===== config.mk =====
export PLATFORM = sky130hd
export DESIGN_NAME = fccc_lock_rst_ctrl
export DESIGN_NICKNAME = d
export VERILOG_FILES = /design/src/rtl/fccc_lock_rst_ctrl.sv
export SDC_FILE = /design/constraint.sdc
export NUM_CORES = 1
export LEC_CHECK = 0
export ABC_CLOCK_PERIOD_IN_PS = 1990
export CAP_MARGIN = 10
export CORE_ASPECT_RATIO = 1.75
export CORE_UTILIZATION = 50
export CTS_CLUSTER_DIAMETER = 80
export DETAILED_ROUTE_END_ITERATION = 8
export PLACE_DENSITY = 0.82
export SYNTH_ARGS = -nofsm -noshare
export SYNTH_HDL_FRONTEND = slang
export SYNTH_SLANG_ARGS = --single-unit

===== constraint.sdc =====
create_clock -name CLK -period 1.99 [get_ports CLK]
set_clock_uncertainty 0.15 [all_clocks]
set_input_delay 0.398 -clock CLK [delete_from_list [all_inputs] [get_ports CLK]]
set_output_delay 0.398 -clock CLK [all_outputs]
set_load 0.01 [all_outputs]

===== src/rtl/fccc_lock_rst_ctrl.sv =====
// PLL lock supervisor: pulses the PLL reset, debounces LOCK, detects timeout and
// lock loss, then releases NUM_RST fabric reset domains in a staggered order.
module fccc_lock_rst_ctrl #(
    parameter int NUM_RST        = 3,
    parameter int PLL_RST_CYCLES = 8,
    parameter int LOCK_FILTER    = 16,
    parameter int RELEASE_DELAY  = 4,
    parameter int TIMEOUT        = 100,
    parameter int CNT_W          = 4
) (
    input  logic               CLK,
    input  logic               RESET_N,
    input  logic               LOCK,
    input  logic               CLR,
    output logic               PLL_ARST_N,
    output logic [NUM_RST-1:0] RST_N_OUT,
    output logic               READY,
    output logic               LOCK_FAIL,
    output logic [CNT_W-1:0]   LOSS_COUNT
);

    localparam int MAX_AB = (PLL_RST_CYCLES > TIMEOUT) ? PLL_RST_CYCLES : TIMEOUT;
    localparam int MAX_CD = (LOCK_FILTER > RELEASE_DELAY) ? LOCK_FILTER : RELEASE_DELAY;
    localparam int MAX_P  = (MAX_AB > MAX_CD) ? MAX_AB : MAX_CD;
    localparam int CW     = $clog2(MAX_P + 1);

    localparam logic [CW-1:0]    PLL_LAST = CW'(PLL_RST_CYCLES - 1);
    localparam logic [CW-1:0]    TO_LAST  = CW'(TIMEOUT - 1);
    localparam logic [CW-1:0]    FLT_LAST = CW'(LOCK_FILTER - 1);
    localparam logic [CW-1:0]    REL_LAST = CW'(RELEASE_DELAY - 1);
    localparam logic [CNT_W-1:0] LOSS_MAX = '1;

    typedef enum logic [2:0] {
        S_PLL_RST,
        S_WAIT_LOCK,
        S_FILTER,
        S_RELEASE,
        S_RUN
    } state_t;

    state_t             state;
    logic [CW-1:0]      cnt;
    logic               sync1;
    logic               lock_s;
    logic [NUM_RST-1:0] rst_shift;
    logic [CNT_W-1:0]   loss_inc;

    // LOCK comes from the PLL clock domain; two flops before any use.
    always_ff @(posedge CLK or negedge RESET_N) begin
        if (!RESET_N) begin
            sync1  <= 1'b0;
            lock_s <= 1'b0;
        end else begin
            sync1  <= LOCK;
            lock_s <= sync1;
        end
    end

    // Next release pattern: one more low-order domain out of reset.
    assign rst_shift = NUM_RST'({RST_N_OUT, 1'b1});
    assign loss_inc  = (LOSS_COUNT == LOSS_MAX) ? LOSS_MAX : LOSS_COUNT + 1'b1;

    always_ff @(posedge CLK or negedge RESET_N) begin
        if (!RESET_N) begin
            state      <= S_PLL_RST;
            cnt        <= '0;
            PLL_ARST_N <= 1'b0;
            RST_N_OUT  <= '0;
            READY      <= 1'b0;
            LOCK_FAIL  <= 1'b0;
            LOSS_COUNT <= '0;
        end else begin
            // Clear first so a coincident timeout or loss below takes precedence.
            if (CLR) begin
                LOCK_FAIL  <= 1'b0;
                LOSS_COUNT <= '0;
            end

            case (state)
                S_PLL_RST: begin
                    if (cnt == PLL_LAST) begin
                        PLL_ARST_N <= 1'b1;
                        cnt        <= '0;
                        state      <= S_WAIT_LOCK;
                    end else begin
                        cnt <= cnt + 1'b1;
                    end
                end

                S_WAIT_LOCK: begin
                    if (lock_s) begin
                        if (LOCK_FILTER == 1) begin
                            RST_N_OUT <= NUM_RST'(1);
                            cnt       <= '0;
                            if (NUM_RST == 1) begin
                                READY <= 1'b1;
                                state <= S_RUN;
                            end else begin
                                state <= S_RELEASE;
                            end
                        end else begin
                            cnt   <= CW'(1);
                            state <= S_FILTER;
                        end
                    end else if (cnt == TO_LAST) begin
                        LOCK_FAIL  <= 1'b1;
                        PLL_ARST_N <= 1'b0;
                        cnt        <= '0;
                        state      <= S_PLL_RST;
                    end else begin
                        cnt <= cnt + 1'b1;
                    end
                end

                S_FILTER: begin
                    // A dropout here is just an unstable lock, not a loss event.
                    if (!lock_s) begin
                        cnt   <= '0;
                        state <= S_WAIT_LOCK;
                    end else if (cnt == FLT_LAST) begin
                        RST_N_OUT <= NUM_RST'(1);
                        cnt       <= '0;
                        if (NUM_RST == 1) begin
                            READY <= 1'b1;
                            state <= S_RUN;
                        end else begin
                            state <= S_RELEASE;
                        end
                    end else begin
                        cnt <= cnt + 1'b1;
                    end
                end

                S_RELEASE: begin
                    if (!lock_s) begin
                        RST_N_OUT  <= '0;
                        READY      <= 1'b0;
                        LOSS_COUNT <= CLR ? CNT_W'(1) : loss_inc;
                        cnt        <= '0;
                        state      <= S_WAIT_LOCK;
                    end else if (cnt == REL_LAST) begin
                        RST_N_OUT <= rst_shift;
                        cnt       <= '0;
                        if (&rst_shift) begin
                            READY <= 1'b1;
                            state <= S_RUN;
                        end
                    end else begin
                        cnt <= cnt + 1'b1;
                    end
                end

                S_RUN: begin
                    // Loss goes straight back to waiting; the PLL is not reset.
                    if (!lock_s) begin
                        RST_N_OUT  <= '0;
                        READY      <= 1'b0;
                        LOSS_COUNT <= CLR ? CNT_W'(1) : loss_inc;
                        cnt        <= '0;
                        state      <= S_WAIT_LOCK;
                    end
                end

                default: begin
                    cnt   <= '0;
                    state <= S_PLL_RST;
                end
            endcase
        end
    end

endmodule


# == Yosys cells after proc, flatten, opt, wreduce, memory -nomap -nowiden ==
# Index checks and enable logic that the tools add are counted.
# totals
register_bits,22
output_inout_bits,10
wordCells,83
# classes
addsub,2
eq_ne,19
mux,43
reduce_logical,10
# op_table
op,count
$mux W7,8
$mux W3,14
$pmux W7 S5,1
$mux W4,5
$pmux W3 S5,1
$ne A2 B2 Y1 const B,6
$ne A3 B3 Y1 const B,4
$mux W1,11
$pmux W3 S3,1
$reduce_and A4 Y1,2
$add A7 B1 Y7 const B,1
$eq A7 B2 Y1 const B,1
$eq A7 B3 Y1 const B,1
$eq A7 B4 Y1 const B,1
$eq A7 B7 Y1 const B,1
$eq A3 B2 Y1 const B,2
$reduce_and A6 Y1,1
$reduce_and A5 Y1,1
$add A4 B1 Y4 const B,1
$eq A4 B4 Y1 const B,1
$pmux W1 S2,2
$reduce_bool A2 Y1,2
$eq A3 B1 Y1 const B,1
$eq A3 B3 Y1 const B,1
4 further kinds,4

# == Logic depth before layout (Yosys ltp) ==
# depth
word_depth,5
ltp_mapped,6
mapped_depth_nobuf,6

# == Least setup slack after synthesis ==
# No wires, ideal clock.
# synth_timing
path_type,reg2reg
start,register cnt[0]
end,register cnt[3]
t_arrival_ns,1.889
setup_slack_ns,-0.173
stages_incl_launch_ff,7
period_less_slack_ns,2.163
path_cell_list,dfrtp_1 -> ha_1 -> nor4b_4 -> nand3_1 -> a211oi_4 -> nor3_1 -> a211o_1
# synth_via
elab_chain_len,4
elab_cells_between_ends,13
# synth_rtl
element,line,text
start: declaration,42,logic [CW-1:0] cnt;
start signal: assignment,86,cnt <= cnt + 1'b1;
start signal: assignment,111,cnt <= cnt + 1'b1;
start signal: assignment,130,cnt <= cnt + 1'b1;
"$add A7 B1 Y7, or another cell as far along",--,
"$mux W7, on equally long branches","141, 105, 120",
"$mux W7, on equally long branches","135, 117, 91",
$pmux W7 S5 (*),79,case (state)
# Every way passes the cells marked *; elsewhere a longest branch is shown, timed or not.
# A chain may end at the register's enable or synchronous reset.

# == Worst setup path after layout ==
# layout_timing
start,register state[2]
end,register cnt[6]
# layout_via
elab_chain_len,2
elab_cells_between_ends,7
# layout_rtl
element,line,text
start: declaration,41,state_t state;
start signal: assignment,65,state <= S_PLL_RST;
start signal: assignment,84,state <= S_WAIT_LOCK;
start signal: assignment,97,state <= S_RUN;
"$eq A3 B3 Y1, or another cell as far along",79,
$pmux W7 S5 or $ne A2 B2 Y1 (tied branches),--,
# Several ways; a longest one is shown, not always the timed one.

==> impl_metrics.yaml <==
run_status:
  outcome: "finished with violations"
  violations: "negative setup slack"
timing:
  finalWorstSetupSlack_ps: -11.7
  tightest_slew_ps: 450
  slew_headroom: 0.699
  rsz0062_at_grt: "true"
  finalCriticalPeriod_ps: 2000
  post-route-period-util: 1.01
  slew_violations: 0
  finalSetupViolations: 1
  fmax_ghz: 0.500
  hold_viol: 0
  hold_slack_ps: 200
logic_synthesis:
  yosysSeqAreaShare: 0.428
  syn_avg_cell_area_um2: 9.19
  synth-edff-count: 0
  syn-cell-area_mm2: 0.00129
  syn_inst: 140
  synth.net_count: 146
  synth_cell_types: 44
  ys_seq_elements: 22
  synth_ff_type: "dfrtp_1"
  yosysWarningCount: 0
  synth-async-reset-ratio: 1.00
min_path:
  holdPathStages: 0
  hp-start: "sync1"
  min_to: "lock_s"
  worstHoldPathType: "flop to flop"
setup_path:
  crit_type: "flop to flop"
  r2r_end: "cnt[6]"
  crit_fanout: 12
  rr_startpoint: "state[2]"
  crit_arrival_ps: 2060
  r2r_setup_slack_ps: -10
  rr_worst_depth: 7
  worstSetupEndpointType: "flop"
  crit_path_start_kind: "flop"
  required_ps: 2040
routing:
  ant_nets: 0
  routed_wl_um: 3480
  drcViolationCount: 0
  drt-initial-drc-count: 54
  viasPerCell: 6.43
  via_count: 1324
  wire_per_inst_um: 16.9
  drt_first_pass_iters: 4
finish:
  antenna_cells: 0
  regArea_um2: 552
  final_common_cell: "buf_4"
  nets: 187
  final_cell_mix: "28 x buf_4, 21 x dfrtp_1, 14 x nand2_1"
  fillers: 187
  final_util: 0.721
  multi_input_area_um2: 764
  postLayoutCellArea_mm2: 0.00177
  final_layout_size_suffix_gt1_frac: 0.267
  area_growth_pct: 37.9
floorplan:
  core_mm2: 0.00246
  num_io_pins: 14
  fp.dieW_um: 40.3
  start_util: 0.522
  die-area_mm2: 0.00279
  fp-row-count: 24
  die_h_um: 69.1
global_route:
  grt_max_degree: 23
  grt_pass1_wl_um: 5730
  grt_pass1_vias: 1362
  grt_usage: 0.285
  grt_overflow_total: 0
  antenna_found_initial: 0
clock_network:
  holdBufCountCts: 0
  cts-htree-levels: 1
  cts_sinks: 22
  cts_max_path_buffers: 2
  cts-root-buf: "clkbuf_8"
  clk_pin_slew_ps: 80
  clock_latency_ps: 260
  cts_buffers: 3
  cts_tree: "yes"
place:
  portBuffers: 13
  post-dp-hpwl_um: 2420
  dpl-instance-area_mm2: 0.00159
  gp_congestion: 0.899
pwr:
  irDropWorstVdd_mv: 0.736
  p_switching_w: 0.000797
  fin_total_pwr_w: 0.00207
  p_sw_frac: 0.386
  power_density_mw_per_mm2: 1160
  intPower_w: 0.00127
  power.leakage_nw: 0.798
  p_seq_frac: 0.304
  pwr-share-comb: 0.543
  p_clk_frac: 0.153
job:
  drv_cap: 0
layer usage:
metal | routed length (um) | global-route usage | up-vias
met5 | 0 | 0 | -
met4 | 146 | 0.141 | 0
met3 | 146 | 0.0579 | 22
met2 | 1960 | 0.480 | 53
met1 | 1230 | 0.310 | 652
li1 | - | - | 597
metrics by stage:
stage	setup TNS, ps	instances	setup slack [ps]
detailed placement	-84.6	192	-41.9
global route	-357	206	-104
CTS	-6.93	203	-6.93
global placement	0	192	63.3
floorplan	-83.1	140	-27.7
finish	-11.7	206	-11.7
cell usage after synthesis, drive strengths merged (2+ instances only):
cell / count / area [um2]
a211o: 3 / 26.3
a211oi: 2 / 27.5
a21oi: 8 / 40.0
a221oi: 2 / 17.5
a311oi: 2 / 17.5
a31oi: 4 / 25.0
a41oi: 2 / 17.5
and3: 2 / 12.5
buf: 3 / 15.0
clkbuf: 4 / 15.0
dfrtp: 22 / 551
ha: 2 / 25.0
inv: 2 / 7.51
mux2i: 2 / 20.0
nand2: 14 / 52.6
nand2b: 4 / 25.0
nand3: 6 / 30.0
nand4: 2 / 12.5
nor2: 13 / 48.8
nor2b: 5 / 31.3
nor3: 8 / 40.0
o21ai: 4 / 20.0
o21bai: 2 / 15.0
o22ai: 2 / 12.5
or2: 2 / 12.5
xor2: 2 / 17.5
state kept, by name, summed over array words and instances, names as in the netlist:
register	count
state	3
LOSS_COUNT	4
sync1	1
LOCK_FAIL	1
RST_N_OUT	3
lock_s	1
cnt	7
READY	1
PLL_ARST_N	1
worst max-delay path: stages (launching register included):
cell      delay, ps
dfrtp_1         390
buf_4           180
or2_2           360
a311oi_4        340
a211oi_4         70
buf_4           170
nor3_2          160
a211o_1         120
timing repair:
item	in CTS	in global routing
pin swaps	5	4
gates resized for setup	4	8
buffers inserted	7	4
endpoints found under the setup margin	3	10
layout make-up:
cell class,count,share of cell area
sequential,22,0.311
inverter,2,0.00423
clock buffer,4,0.0310
tap,26,0.0183
multi-input combinational,109,0.431
timing repair buffer,43,0.205
power by group through the flow:
| stage | clock [W] | sequential, W | combinational [W] |
|---|---|---|---|
| 5_1_grt | 0.000346 | 0.000641 | 0.00121 |
| 4_1_cts | 0.000322 | 0.000624 | 0.00104 |
| 3_3_place_gp | 0 | 0.000624 | 0.000869 |
| 3_5_place_dp | 0 | 0.000632 | 0.000913 |
| 6_report | 0.000316 | 0.000628 | 0.00112 |
| 2_1_floorplan | 0 | 0.000630 | 0.000553 |
worst max-delay path by stage:
stage / from / end / slack, ps
detailed placement: cnt[1] / cnt[3] / -40
global route: cnt[0] / cnt[4] / -100
finish: state[2] / cnt[6] / -10
global placement: cnt[4] / cnt[3] / 60
floorplan: cnt[0] / cnt[3] / -30
CTS: cnt[1] / cnt[6] / -7
logic make-up (layout without fill, tap and decap cells):
| group | Yosys count | count (layout) | share of synthesized area |
|---|---|---|---|
| compound gates | 37 | 37 | 0.210 |
| buf+inv | 9 | 49 | 0.0292 |
| flops | 22 | 22 | 0.428 |
| simple gates | 64 | 64 | 0.268 |
| fa+ha+maj | 2 | 2 | 0.0195 |
| xor+xnor | 3 | 3 | 0.0204 |
| mux | 3 | 3 | 0.0243 |
(Power assumes the default switching activity.)
